File: src/rtl/draw_pkg.sv
// draw_pkg: shared framebuffer geometry defaults, draw mode and state encodings.
package draw_pkg;
  localparam int SCREEN_W = 640;
  localparam int SCREEN_H = 480;
  localparam int ADDR_W   = 19;
  localparam int COLOR_W  = 3;
  localparam logic [1:0] MODE_DRAW  = 2'd0;
  localparam logic [1:0] MODE_ERASE = 2'd1;
  localparam logic [1:0] MODE_FILL  = 2'd2;
  typedef enum logic [1:0] {IDLE, SCAN, DONE} state_t;
endpackage

File: src/rtl/pixel_addr_gen.sv
// pixel_addr_gen: clips a signed pixel coordinate to the screen and forms its linear address.
module pixel_addr_gen #(
  parameter int SCREEN_W = draw_pkg::SCREEN_W,
  parameter int SCREEN_H = draw_pkg::SCREEN_H,
  parameter int ADDR_W   = draw_pkg::ADDR_W
) (
  input  logic signed [11:0] px,
  input  logic signed [10:0] py,
  output logic               in_bounds,
  output logic [ADDR_W-1:0]  addr
);
  logic [ADDR_W-1:0] x, y, row_base;
  assign in_bounds = !px[11] && !py[10] && px[10:0] < 11'(SCREEN_W) && py[9:0] < 10'(SCREEN_H);
  assign x = ADDR_W'(px[10:0]);
  assign y = ADDR_W'(py[9:0]);
  // 640 = 512 + 128, so the row base needs no multiplier
  assign row_base = (SCREEN_W == 640) ? (y << 9) + (y << 7) : ADDR_W'(y * SCREEN_W);
  assign addr = row_base + x;
endmodule

File: src/rtl/sprite_draw_engine.sv
// sprite_draw_engine: scans an SPR_W x SPR_H sprite at a signed anchor and issues
// one framebuffer write per visible, on-screen pixel, honouring write back-pressure.
module sprite_draw_engine #(
  parameter int SCREEN_W = draw_pkg::SCREEN_W,
  parameter int SCREEN_H = draw_pkg::SCREEN_H,
  parameter int ADDR_W   = draw_pkg::ADDR_W,
  parameter int COLOR_W  = draw_pkg::COLOR_W,
  parameter int SPR_W    = 8,
  parameter int SPR_H    = 8
) (
  input  logic                   clock,
  input  logic                   reset,
  input  logic                   start,
  input  logic [1:0]             mode,
  input  logic [10:0]            anchor_x,
  input  logic [9:0]             anchor_y,
  input  logic [COLOR_W-1:0]     color,
  input  logic [SPR_W*SPR_H-1:0] mask,
  output logic                   busy,
  output logic                   done,
  output logic [ADDR_W-1:0]      mem_waddr,
  output logic [COLOR_W-1:0]     mem_wdata,
  output logic                   mem_wenable,
  input  logic                   mem_wready
);
  import draw_pkg::*;
  localparam int N  = SPR_W * SPR_H;
  localparam int CW = SPR_W > 1 ? $clog2(SPR_W) : 1;
  localparam int RW = SPR_H > 1 ? $clog2(SPR_H) : 1;
  localparam int IW = N > 1 ? $clog2(N) : 1;
  state_t state, state_n;
  logic [1:0]         mode_q;
  logic [10:0]        ax_q;
  logic [9:0]         ay_q;
  logic [COLOR_W-1:0] color_q;
  logic [N-1:0]       mask_q;
  logic [CW-1:0]      col;
  logic [RW-1:0]      row;
  logic               fin, stall, last, in_bounds, visible;
  logic [11:0]        px;
  logic [10:0]        py;
  logic [IW-1:0]      idx;
  logic [ADDR_W-1:0]  addr;
  assign stall   = mem_wenable && !mem_wready;
  assign last    = col == CW'(SPR_W - 1) && row == RW'(SPR_H - 1);
  assign px      = {ax_q[10], ax_q} + 12'(col);
  assign py      = {ay_q[9], ay_q} + 11'(row);
  assign idx     = IW'(row * SPR_W + col);
  assign visible = (mode_q[1] || mask_q[idx]) && in_bounds;
  pixel_addr_gen #(.SCREEN_W(SCREEN_W), .SCREEN_H(SCREEN_H), .ADDR_W(ADDR_W)) addr_gen (
    .px(px), .py(py), .in_bounds(in_bounds), .addr(addr)
  );
  always_ff @(negedge clock or posedge reset)
    if (reset) state <= IDLE;
    else state <= state_n;
  // fin marks that the last candidate has been issued; SCAN ends once it is accepted
  always_comb begin
    state_n = state;
    state_n = (state == IDLE && start) ? SCAN :
              (state == SCAN && fin && !stall) ? DONE :
              (state == DONE) ? IDLE : state;
  end
  always_ff @(negedge clock or posedge reset) begin
    if (reset) begin
      {mode_q, ax_q, ay_q, color_q, mask_q} <= '0;
      {col, row, fin, busy, done} <= '0;
      {mem_waddr, mem_wdata, mem_wenable} <= '0;
    end else begin
      done <= state == SCAN && state_n == DONE;
      busy <= state_n != IDLE;
      if (state == IDLE && start) begin
        {mode_q, ax_q, ay_q, color_q, mask_q} <= {mode, anchor_x, anchor_y, color, mask};
        {col, row, fin} <= '0;
      end
      if (state == SCAN && !stall) begin
        if (fin) mem_wenable <= 1'b0;
        else begin
          mem_wenable <= visible;
          mem_waddr   <= addr;
          mem_wdata   <= (mode_q == MODE_ERASE) ? '0 : color_q;
          fin         <= last;
          col         <= (col == CW'(SPR_W - 1)) ? '0 : col + 1'b1;
          row         <= (col == CW'(SPR_W - 1)) ? row + 1'b1 : row;
        end
      end
    end
  end
endmodule

File: config.mk
export PLATFORM = sky130hd
export DESIGN_NAME = sprite_draw_engine
export DESIGN_NICKNAME = d
export VERILOG_FILES = /design/src/rtl/draw_pkg.sv /design/src/rtl/pixel_addr_gen.sv /design/src/rtl/sprite_draw_engine.sv
export SDC_FILE = /design/constraint.sdc
export NUM_CORES = 1
export LEC_CHECK = 0
export CAP_MARGIN = 0
export CORE_ASPECT_RATIO = 1.5
export CORE_MARGIN = 2
export CORE_UTILIZATION = 48
export CTS_CLUSTER_DIAMETER = 120
export DETAILED_ROUTE_END_ITERATION = 16
export GPL_TIMING_DRIVEN = 0
export HOLD_SLACK_MARGIN = 0.1
export PLACE_DENSITY = 0.88
export SYNTH_ARGS = -nofsm -noshare
export SYNTH_HDL_FRONTEND = slang
export SYNTH_SLANG_ARGS = --single-unit
File: constraint.sdc
create_clock -name clock -period 4.2 [get_ports clock]
set_input_delay 1.05 -clock clock [delete_from_list [all_inputs] [get_ports clock]]
set_output_delay 1.05 -clock clock [all_outputs]
set_load 0.03 [all_outputs]
==> results.sh <==
export IMPL_outcome="completed"
export IMPL_min_from="mem_wdata[2]$_DFFE_NP0P_"
export IMPL_synth_main_ff_cell="dfrtn_1"
export IMPL_p_sw_uw=3410
export IMPL_tightest_slew_ns=0.586
export IMPL_arrival_ns=2.30
export IMPL_power_frac_comb_pct=53.6
export IMPL_slew_violations=0
export IMPL_ys_seq_area_share_pct=48.1
export IMPL_clkPwrFrac_pct=18.6
export IMPL_n_fill_cell=1023
export IMPL_final_hold_viol_count=0
export IMPL_clockRootBuffer="clkbuf_16"
export IMPL_nets=1002
export IMPL_die_y_um=146
export IMPL_die_area_um2=14400
export IMPL_final_cell_mix="nand2_1, dfrtn_1, clkdlybuf4s50_1, ha_1, buf_2"
export IMPL_crit_type="input port to flip-flop"
export IMPL_grt_use_total_pct=24.6
export IMPL_dieWidth_um=98.6
export IMPL_placed_area_um2=7890
export IMPL_cts_hold_buf=0
export IMPL_grt_max_degree=44
export IMPL_synth_compound_area_share_pct=7.35
export IMPL_grtUsageMet2_pct=44.8
export IMPL_rrSetupSlack_ns=0.25
export IMPL_crit_buf_inv=2
export IMPL_synth_area_mux_share_pct=6.00
export IMPL_synthXorXnorAreaFrac_pct=2.99
export IMPL_row_count=51
export IMPL_final_setup_skew_ns=0.00571
export IMPL_clock_latency_ns=0.39
export IMPL_tns_ns=0
export IMPL_drt_wl_total_mm=17.2
export IMPL_timing_rr_start="col[0]$_DFF_NP0_"
export IMPL_grt_pass1_vias=5871
export IMPL_crit_cells=7
export IMPL_cts_buffers=17
export IMPL_p_per_area_nw_per_um2=929
export IMPL_crit_required_ns=2.32
export IMPL_p_seq_share_pct=27.8
export IMPL_cp_cell_sequence="dlygate4sd2_1, nor2b_1, nor3b_2, nand2b_1, clkbuf_2, nand3_1, o31ai_1"
export IMPL_swShare_pct=43.0
export IMPL_drt_iter0_drc=381
export IMPL_r2r_end="mem_waddr[18]$_DFFE_NP0P_"
export IMPL_syn_area_um2=6450
export IMPL_synth_cell_types=54
export IMPL_grt_overflow=0
export IMPL_vias=5693
export IMPL_holdWs_ns=0.407
export IMPL_cp_slowest_stage_delay_ns=0.31
export IMPL_initial_core_util_pct=49.3
export IMPL_synth_top_area_cell="dfrtn_1"
export IMPL_grt_pass1_wl_mm=27.9
export IMPL_final_common_cell="nand2_1"
export IMPL_async_flop_share_pct=100
export IMPL_antenna_found_initial=0
export IMPL_synth_fp_nets=856
export IMPL_dr_pass1_iters=5
export IMPL_grt_met1_usage_pct=26.6
export IMPL_crit_family="simple AND/OR/NAND/NOR gates"
export IMPL_p_int_uw=4520
export IMPL_synthAdderAreaFrac_pct=6.98
export IMPL_clock_path_buffers=2
export IMPL_fin_area_um2=8540
export IMPL_place_hpwl_mm=12.2
export IMPL_cp_max_fo=10
export IMPL_core_um2=13100
export IMPL_leakage_uw=0.00422
export IMPL_synth_top_family_by_area="simple AND/OR/NAND/NOR gates"
export IMPL_portBuffers=118
export IMPL_numClockSinks=124
export IMPL_synth_top_area_share_pct=48.1
export IMPL_htree_levels=4
export IMPL_synthCells=729
export IMPL_synth_edff_count=0
export IMPL_area_delta_synth_final_pct=32.5
export IMPL_maxSlewHeadroom_pct=60.9
export IMPL_cp_slowest_cell="nor3b_2"
export IMPL_synth_seq_cells=124
export IMPL_holdPathEnd="mem_wdata[2]$_DFFE_NP0P_"
export IMPL_path_clk_slew_ns=0.04
export IMPL_wl_per_cell_um=16.4
export IMPL_top_usage_layer="met2"
export IMPL_synth_area_leaders="dfrtn_1, nand2_1, ha_1, mux2i_1, mux4_2"
export IMPL_synth_warnings=0
export IMPL_reg2reg_depth=14
export IMPL_post_route_drc_count=0
export IMPL_hp_class="flip-flop to flip-flop"
export IMPL_setup_violations=0
export IMPL_start_kind="input port"
export IMPL_drive_gt1_share_pct=12.8
export IMPL_end_kind="flip-flop"
export IMPL_yosys_area_share_simple_pct=25.4
export IMPL_io_pins=119
export IMPL_irDropWorstVdd_uv=453
export IMPL_worstHoldPathCells=2
export IMPL_cts_tree="built"
export IMPL_met3_usage_pct=4.95
export IMPL_avgSynthCellArea_um2=8.85
export IMPL_vias_per_cell=5.43
export IMPL_ant_nets=0
export IMPL_cap_violations=0
export IMPL_gp_congestion=0.843
-- cells in the mapped netlist (2+ instances only) --
cell / n
fa_1: 5
nand4_1: 6
buf_1: 3
nand2b_1: 5
buf_4: 3
nor3b_1: 3
o21ai_0: 20
xor2_1: 9
dfrtn_1: 124
ha_1: 28
a311oi_1: 3
o21a_1: 3
a21oi_1: 9
mux4_2: 6
nand3_1: 18
a31oi_1: 3
o211ai_1: 2
xnor2_1: 13
a22oi_1: 5
nor3_1: 6
or2_2: 3
o31ai_1: 4
nand2_1: 317
nor2b_1: 8
nor2_1: 22
clkbuf_1: 25
inv_1: 18
a21o_1: 6
o21ai_1: 2
a211oi_1: 3
mux2i_1: 24
-- per-layer routing --
metal	vias up	routed length [um]
met4	0	708
li1	2707	-
met5	-	0
met1	2701	6270
met2	225	9290
met3	60	972
-- what timing repair did --
item,4_1_cts,5_1_grt
hold endpoints to repair,0,0
setup buffers,3,4
gates resized for setup,168,6
gates cloned,1,0
setup endpoints to repair,146,8
pin swaps,5,1
-- state kept, by name, indices dropped and copies added, names as in the netlist, 2 cells and up --
name       cells
mask_q        64
mem_waddr     19
ax_q          11
ay_q          10
col            3
color_q        3
mem_wdata      3
row            3
mode_q         2
state          2
-- layout make-up --
type	instances	area [um2]	area share (%)
multi-input combinational	555	3210	37.6
sequential	124	3100	36.3
timing repair buffer	128	1170	13.7
clock buffer	21	450	5.27
tap	159	199	2.33
buffer	31	186	2.18
clock inverter	11	144	1.68
inverter	18	71.3	0.835
antenna	1	2.50	0.0293
-- worst register-to-register path, delay by kind of cell (launching register included) --
family | cells | cell delay [ns]
AO/OA/AOI/OAI | 6 | 1.18
XOR/XNOR | 2 | 0.31
adder cells (fa/ha/maj) | 4 | 1.37
buffers and inverters | 1 | 0.04
flip-flops | 1 | 0.47
AND/OR/NAND/NOR | 1 | 0.41
-- worst max-delay path by stage --
stage | startpoint | end | slack [ns]
6_report | mem_wready | col[0]$_DFF_NP0_ | 0.02
5_1_grt | col[0]$_DFF_NP0_ | mem_waddr[18]$_DFFE_NP0P_ | -0.02
4_1_cts | mem_wenable$_DFFE_NP0P_ | mem_wenable | 0.03
3_5_place_dp | start | ax_q[6]$_DFFE_NP0P_ | -1.20
3_3_place_gp | reset | mask_q[14]$_DFFE_NP0P_ | -1.43
2_1_floorplan | reset | ax_q[0]$_DFFE_NP0P_ | -0.37
-- cell families (layout without fill, tap and decap cells) --
family,count (synthesis),after routing
AO/OA/AOI/OAI,70,70
AND/OR/NAND/NOR,398,399
buffers and inverters,51,209
adder cells (fa/ha/maj),33,33
XOR/XNOR,22,22
other,0,1
multiplexers,31,31
flip-flops,124,124
-- metrics by stage --
step / util (%) / power [uW] / instances / setup WS [ns]
floorplan: - / 5180 / 729 / -0.369
global placement: 59.9 / 6140 / 1006 / -1.43
detailed placement: 60.3 / 6310 / 1009 / -1.20
CTS: 64.9 / 7810 / 1043 / 0.0281
global route: 65.3 / 8550 / 1047 / -0.0216
finish: 65.3 / 7930 / 1048 / 0.0188
-- power groups by stage --
stage                     sequential (uW)  clock, uW  combinational (uW)
final                                2210       1470                4250
after global routing                 2270       1530                4750
after CTS                            2200       1470                4130
after detailed placement             2220          0                4090
after global placement               2190          0                3960
after floorplan                      2330          0                2840
Note: power is estimated with default switching activity, not from simulation.
